**config.mk**
```make
export PLATFORM = sky130hd
export DESIGN_NAME = jk_excite_drv
export DESIGN_NICKNAME = d
export VERILOG_FILES = /design/src/rtl/jk_pkg.sv /design/src/rtl/jk_tgt_fifo.sv /design/src/rtl/jk_excite_drv.sv
export SDC_FILE = /design/constraint.sdc
export NUM_CORES = 1
export LEC_CHECK = 0
export ABC_AREA = 1
export CAP_MARGIN = 5
export CORE_MARGIN = 1.5
export CORE_UTILIZATION = 55
export DETAILED_ROUTE_END_ITERATION = 7
export GPL_TIMING_DRIVEN = 0
export PLACE_DENSITY = 0.77
export SYNTH_ARGS = -nofsm -noshare
export SYNTH_HDL_FRONTEND = slang
export SYNTH_SLANG_ARGS = --single-unit
```
**constraint.sdc**
```tcl
create_clock -name clk -period 2.37 [get_ports clk]
set_clock_uncertainty 0.1 [all_clocks]
set_input_delay 0.237 -clock clk [delete_from_list [all_inputs] [get_ports clk]]
set_output_delay 0.237 -clock clk [all_outputs]
set_load 0.02 [all_outputs]
```
**src/rtl/jk_pkg.sv**
```systemverilog
// Shared types and the JK excitation table for jk_excite_drv.
// JK_TOGGLE_PREF_EN: resolve excitation don't-cares to 1 instead of 0.
package jk_pkg;

  typedef enum logic [1:0] {
    INIT,
    IDLE,
    RUN
  } jk_state_t;

  typedef struct packed {
    logic j;
    logic k;
  } jk_drive_t;

  localparam jk_drive_t JK_HOLD = '{j: 1'b0, k: 1'b0};
  localparam jk_drive_t JK_RST  = '{j: 1'b0, k: 1'b1};

  function automatic jk_drive_t jk_excite(
    input logic q,
    input logic t
  );
    jk_drive_t d;
`ifdef JK_TOGGLE_PREF_EN
    d.j = q | t;
    d.k = ~(q & t);
`else
    d.j = ~q & t;
    d.k = q & ~t;
`endif
    return d;
  endfunction

endpackage

```
**src/rtl/jk_tgt_fifo.sv**
```systemverilog
// 1-bit synchronous FIFO holding target Q values.
// DEPTH must be a power of two so pointers wrap naturally.
module jk_tgt_fifo
#(
  parameter int DEPTH = 4,
  parameter int CW    = $clog2(DEPTH) + 1
)(
  input  logic          clk,
  input  logic          rst_n,
  input  logic          push_i,
  input  logic          din_i,
  input  logic          pop_i,
  output logic          dout_o,
  output logic          full_o,
  output logic          empty_o,
  output logic [CW-1:0] count_o
);

  localparam int AW = $clog2(DEPTH);

  logic [DEPTH-1:0] mem_q;
  logic [AW-1:0]    wr_q;
  logic [AW-1:0]    rd_q;
  logic [CW-1:0]    count_q;
  logic             do_push;
  logic             do_pop;

  assign full_o  = (count_q == CW'(DEPTH));
  assign empty_o = (count_q == '0);
  assign count_o = count_q;
  assign dout_o  = mem_q[rd_q];
  assign do_push = push_i && !full_o;
  assign do_pop  = pop_i && !empty_o;

  always_ff @(posedge clk or negedge rst_n) begin
    if (!rst_n) begin
      mem_q   <= '0;
      wr_q    <= '0;
      rd_q    <= '0;
      count_q <= '0;
    end else begin
      if (do_push) begin
        mem_q[wr_q] <= din_i;
        wr_q        <= wr_q + AW'(1);
      end
      if (do_pop) begin
        rd_q <= rd_q + AW'(1);
      end
      count_q <= count_q + CW'(do_push) - CW'(do_pop);
    end
  end

endmodule

```
**src/rtl/jk_excite_drv.sv**
```systemverilog
// JK excitation driver/checker: FSM, drive regs, check pipe, error count.
// JK_TOGGLE_PREF_EN selects the toggle-preferring table in jk_pkg.
module jk_excite_drv
  import jk_pkg::*;
#(
  parameter int DEPTH = 4,
  parameter int ERR_W = 8
)(
  input  logic             clk,
  input  logic             rst_n,
  input  logic             tgt_valid,
  input  logic             tgt_bit,
  output logic             tgt_ready,
  input  logic             step_en,
  output logic             j,
  output logic             k,
  input  logic             q_obs,
  input  logic             clr_err,
  output logic [ERR_W-1:0] err_cnt,
  output logic             err_flag,
  output logic             busy
);

  localparam int CW = $clog2(DEPTH) + 1;
  localparam logic [ERR_W-1:0] CNT_MAX = {ERR_W{1'b1}};

  jk_state_t        state_q;
  jk_drive_t        drv_q;
  logic             qm_q;
  logic             s1_v_q;
  logic             s1_e_q;
  logic             s2_v_q;
  logic             s2_e_q;
  logic [ERR_W-1:0] cnt_q;
  logic [ERR_W-1:0] cnt_d;
  logic             flag_q;
  logic             flag_d;

  logic             push;
  logic             pop;
  logic             more;
  logic             mism;
  logic             f_dout;
  logic             f_full;
  logic             f_empty;
  logic [CW-1:0]    f_cnt;

  assign tgt_ready = !f_full && (state_q != INIT);
  assign push      = tgt_valid && tgt_ready;
  assign pop       = (state_q != INIT) && step_en && !f_empty;
  assign more      = push || (f_cnt > CW'(pop));
  assign j         = drv_q.j;
  assign k         = drv_q.k;
  assign busy      = !f_empty || s1_v_q || s2_v_q;
  assign err_cnt   = cnt_q;
  assign err_flag  = flag_q;

  jk_tgt_fifo #(
    .DEPTH (DEPTH),
    .CW    (CW)
  ) u_fifo (
    .clk     (clk),
    .rst_n   (rst_n),
    .push_i  (push),
    .din_i   (tgt_bit),
    .pop_i   (pop),
    .dout_o  (f_dout),
    .full_o  (f_full),
    .empty_o (f_empty),
    .count_o (f_cnt)
  );

  // q_m tracks the intended flip-flop state, never the observed one
  always_ff @(posedge clk or negedge rst_n) begin
    if (!rst_n) begin
      state_q <= INIT;
      drv_q   <= JK_HOLD;
      qm_q    <= 1'b0;
    end else begin
      unique case (state_q)
        INIT: begin
          drv_q   <= JK_RST;
          qm_q    <= 1'b0;
          state_q <= IDLE;
        end
        IDLE, RUN: begin
          if (pop) begin
            drv_q <= jk_excite(qm_q, f_dout);
            qm_q  <= f_dout;
          end else begin
            drv_q <= JK_HOLD;
          end
          state_q <= more ? RUN : IDLE;
        end
        default: begin
          drv_q   <= JK_HOLD;
          state_q <= INIT;
        end
      endcase
    end
  end

  always_ff @(posedge clk or negedge rst_n) begin
    if (!rst_n) begin
      s1_v_q <= 1'b0;
      s1_e_q <= 1'b0;
      s2_v_q <= 1'b0;
      s2_e_q <= 1'b0;
    end else begin
      s1_v_q <= pop;
      s1_e_q <= pop ? f_dout : s1_e_q;
      s2_v_q <= s1_v_q;
      s2_e_q <= s1_e_q;
    end
  end

  assign mism = s2_v_q && (q_obs != s2_e_q);

  // clear takes effect before a coincident mismatch is counted
  always_comb begin
    cnt_d  = cnt_q;
    flag_d = flag_q;
    if (clr_err) begin
      cnt_d  = '0;
      flag_d = 1'b0;
    end
    if (mism) begin
      flag_d = 1'b1;
      if (cnt_d != CNT_MAX) cnt_d = cnt_d + 1'b1;
    end
  end

  always_ff @(posedge clk or negedge rst_n) begin
    if (!rst_n) begin
      cnt_q  <= '0;
      flag_q <= 1'b0;
    end else begin
      cnt_q  <= cnt_d;
      flag_q <= flag_d;
    end
  end

endmodule

```
# Word level (Yosys, flattened, before mapping)
# Cells that the tools add are included.
# W data, S select, Z words.
# classes
addsub	5
order_cmp	4
eq_ne	6
muxes	16
bitwise_logic	4
reduce_logical	20
# op_table
operator	count
$mux W8	3
$add A8 B1 Y8 const B	1
$logic_and A1 B1 Y1	8
$ne A8 B8 Y1 const B	1
$pmux W2 S2	2
$lt A2 B3 Y1 const B	2
$reduce_bool A2 Y1	3
$mux W1	5
$add A2 B1 Y2 const B	2
$bwmux W4	1
$mux W2	2
$add A3 B1 Y3	1
$eq A3 B3 Y1 const B	1
$gt A3 B1 Y1	1
$logic_not A3 Y1	1
$logic_or A1 B1 Y1	3
$sub A3 B1 Y3	1
$and A1 B1 Y1	2
$bmux W1 S2	1
$demux W1 S2	1
$eq A2 B1 Y1 const B	1
$eq A2 B2 Y1 const B	1
$ge A2 B1 Y1 const B	1
$logic_not A1 Y1	2
7 further kinds	8
# totals
register_bits	29
output_inout_bits	13
word_cells	69

# Longest topological paths before layout
# depth
ltp_word	7
depth_mapped	11
ltp_nobuf	11

# Cells and area by module
# From an unflattened synthesis, not the netlist that was laid out.
# hier_totals
cells_unflattened	207
area_unflattened_um2	1691.6
# by_module_without_submodules
mod	n_inst	cells_per_inst	area_per_inst_um2
jk_excite_drv	1	129	1038.5
jk_tgt_fifo	1	78	653.1

# Worst setup path before layout
# OpenSTA, ideal clock, no wires.
# synth_path
path_type	reg2reg
start	register state_q[0]
end	register u_fifo.count_q[2], in the netlist u_fifo.count_o[2]
setup_time_ns	0.122
t_arrival_ns	1.955
required_ns	2.148
setup_slack_ns	0.193
path_stages_with_launch	12
path_cell_list	dfrtp_1 inv_1 ha_1 nor2_1 o21ai_2 inv_1 ha_1 inv_1 ha_1 inv_1 fa_1 xor2_1
# synth_via
elab_cells_between_ends	9
cone_classes	add/sub: 2; reduce/logical: 7
# synth_rtl
element	line	source
from (decl)	jk_excite_drv.sv:27	jk_state_t state_q;
from (signal assigned)	jk_excite_drv.sv:93	state_q <= more ? RUN : IDLE;
$reduce_bool A2 Y1	jk_excite_drv.sv:50	assign pop = (state_q != INIT) && step_en && !f_empty;
$logic_and A1 B1 Y1 (2 in a row)	jk_excite_drv.sv:50	
net pop	jk_excite_drv.sv:40	logic pop;
$logic_and A1 B1 Y1	jk_tgt_fifo.sv:33	assign do_pop = pop_i && !empty_o;
$sub A3 B1 Y3	jk_tgt_fifo.sv:49	count_q <= count_q + CW'(do_push) - CW'(do_pop);
to (signal assigned)	jk_tgt_fifo.sv:49	
to (decl)	jk_tgt_fifo.sv:24	logic [CW-1:0] count_q;
# The timed path passes the listed nets, and every way through them passes these cells.
# A chain may end at the register's enable or synchronous reset.

# Worst setup path in the final report
# Same ends and word-level chain as after synthesis.

==> impl_metrics.ini <==
[yosys]
yosys-top-cells-area = dfrtp_1 (44%), nand2_1 (9.0%), ha_1 (8.3%)
synth_compound_area_frac = 0.0578
synth-adder-area-share = 0.0945
synth-xor-area-share = 0.0263
synth-simple-area-share = 0.303
synth.distinct_cells = 31
postSynthCellCount = 187
syn_area_sq_um = 1670
yosysWarnings = 0
syn_avg_cell_area_sq_um = 8.92
yosysSeqAreaShare = 0.435
synth_mux_area_frac = 0
synth_top_family_by_area = simple AND/OR/NAND/NOR gates
synth-seq-cells = 29
synth_fp_nets = 206
synth_top_area_cell = dfrtp_1
synth_top_cell_area_share = 0.435

[routing]
drtPass1Iterations = 6
drtIter0Drc = 56
post_drt_via_cell_ratio = 5.14
dr_total_vias = 1281
ant_nets = 0
drt-total-wl_mm = 3.30
avgRoutedWirePerCell_um = 13.2
drc_errors = 0

[run]
cap_viol_max_count = 0

[cts]
worst_skew_pair.late_latency_ps = 330
cts_tree = built
htreeDepth = 2
numCtsBuffers = 5
clkSinkCount = 29
cts-root-buf = clkbuf_4
clock_path_buffers = 2
cts.reportedPaths.clkPinSlew_ps = 110

[die]
core-area_sq_um = 2810
io_pins = 20
die_area_sq_um = 3370
rows = 19
start_util = 0.595
die_y_um = 58.1
die_w_um = 58.1

[layout]
stdcell_area_sq_um = 2050
drive_gt1_frac = 0.206
fill_cells = 203
post-route-util = 0.731
diodes = 0
area_growth_pct = 22.9
finalNetCount = 236

[pwr]
ir_drop_uv = 588
leakagePower_uw = 0.00106
netSwitchingFraction = 0.396
intPower_uw = 1430
p_per_area_nw_per_um2 = 1160
switchingPower_uw = 941
seqPwrFrac = 0.340
clockPowerShare = 0.220
combPwrFrac = 0.441
power_uw = 2370

[grt]
grt_usage = 0.219
antenna_found_initial = 0
grt_pass1_wl_mm = 5.49
grt_pass1_vias = 1275
grt_overflow_total = 0
grt_max_degree = 30

[placement]
pre_cts_ws_ps = -22.8
dpl.hpwl_mm = 2.30
io_buffer_count = 19
place_area_sq_um = 1900
routabilityCongestion = 0.798

[sta]
drv_slew = 0
finalSetupTns_ps = 0
hold_viol_final = 0
slew_headroom = 0.564
finalCriticalPeriod_ps = 2280
fmax_mhz = 439
tightest_slew_ps = 654
final.period_utilization = 0.960
setup_viol = 0
fin_ws_ps = 94.1

[setup_path]
critPathKind = register to register
crit_path_start_kind = register
cp_max_fo = 4
required_ps = 2510
cp-end-kind = register
arrival_ps = 2410

[min_path]
hold_path_class = register to register

[status]
run_status = completed
metal layers:
metal,GRT usage,up-vias,wire length [um]
met5,0,-,0
met4,0.0930,0,43
met3,0.0469,5,114
met2,0.364,28,1610
met1,0.277,608,1530
li1,-,640,-
critical path: stages (launching register included):
cell	delay, ps
dfrtp_1	370
inv_1	80
ha_4	190
nor2_2	190
o21ai_4	90
inv_1	100
ha_1	250
inv_1	60
ha_1	130
inv_1	50
fa_1	380
xor2_1	170
layout make-up:
class,count,area (sq um),share of cell area
Inverter,34,131,0.0641
Multi-Input combinational cell,123,826,0.403
Tap cell,31,38.8,0.0189
Clock buffer,5,37.5,0.0183
Clock inverter,3,65.1,0.0317
Sequential cell,29,726,0.354
Timing Repair Buffer,23,218,0.106
Buffer,1,7.51,0.00366
final timing paths:
check | start | end | slack, ps | cells after the start
setup reg to reg | state_q[0]$_DFF_PN0_ | u_fifo.count_o[2]$_DFF_PN0_ | 90 | 11
setup / recovery | state_q[0]$_DFF_PN0_ | u_fifo.count_o[2]$_DFF_PN0_ | 90 | 11
hold / removal | s1_v_q$_DFF_PN0_ | s2_v_q$_DFF_PN0_ | 290 | 0
min in group asynchronous | rst_n | s2_e_q$_DFF_PN0_ | 350 | 2
hold reg to reg | s1_v_q$_DFF_PN0_ | s2_v_q$_DFF_PN0_ | 290 | 0
max in group asynchronous | rst_n | u_fifo.mem_q[0]$_DFFE_PN0P_ | 1380 | 2
kinds of logic (layout without fill, tap and decap cells):
kind of cell,after synthesis,in the layout
AND/OR/NAND/NOR,92,92
buffers and inverters,35,66
flip-flops,29,29
adder cells (fa/ha/maj),12,12
AO/OA/AOI/OAI,14,14
XOR/XNOR,5,5
per-stage QoR:
step                hold slack (ps)  std cells
global placement                260        237
CTS                             287        245
finish                          288        249
detailed placement              264        237
global route                    310        249
floorplan                      -159        187
sequential cells by signal, summed over array words and instances (netlist names):
register        cells
err_cnt             8
state_q             2
u_fifo.wr_q         2
j                   1
err_flag            1
u_fifo.rd_q         2
s1_v_q              1
s1_e_q              1
u_fifo.count_o      3
s2_v_q              1
u_fifo.mem_q        4
qm_q                1
k                   1
s2_e_q              1
power by group through the flow:
stage / Clock [uW] / Combinational (uW) / Sequential [uW]
floorplan: 0 / 650 / 820
global placement: 0 / 905 / 797
detailed placement: 0 / 947 / 809
CTS: 523 / 977 / 805
global route: 543 / 1180 / 827
finish: 521 / 1050 / 806
cells in the mapped netlist:
master    instances
a21boi_0          1
a21oi_1           1
a31oi_4           1
buf_4             1
clkinv_1          1
clkinv_2          1
dfrtp_1          29
fa_1              1
ha_1             11
inv_1            29
inv_2             2
inv_4             1
nand2_1          40
nand2_2           6
nand2_4           4
nand3_1          17
nand3_2           1
nand3_4           1
nand4_1           3
nor2_1           10
nor2_2            3
nor2_4            3
nor2_8            1
nor3_1            1
nor3_2            1
nor3_4            1
o21ai_0           7
o21ai_1           2
o21ai_2           2
xnor2_1           2
xor2_1            3
layout by cell type (no fill, tap or decap):
master / instances
nand3_2: 1
dfrtp_1: 29
buf_2: 1
dlygate4sd3_1: 1
nor3_1: 1
clkinv_2: 2
clkinv_1: 1
clkbuf_4: 5
ha_1: 10
a21boi_0: 1
nor3_4: 1
nor3_2: 1
bufinv_16: 2
o21ai_1: 2
inv_2: 4
nand2_1: 40
o21ai_2: 1
nor2_1: 9
xor2_1: 3
nand4_1: 3
xnor2_1: 2
nand3_4: 1
o21ai_0: 7
nor2_4: 3
a21oi_1: 1
a31oi_4: 1
o21ai_4: 1
nor2_2: 4
ha_4: 1
inv_1: 27
fa_1: 1
nand3_1: 17
nor2_8: 1
inv_4: 1
nand2_2: 6
nand2_4: 4
clkdlybuf4s50_1: 18
buf_4: 4
repair_timing:
action | 4_1_cts | 5_1_grt
resized for setup | 3 | 3
buffers inserted | 0 | 3
setup endpoints to repair | 2 | 2
hold buffers | 0 | 1
endpoints found under the hold margin | 0 | 29
pin swaps | 0 | 1
Power figures use the tool's default switching activity.
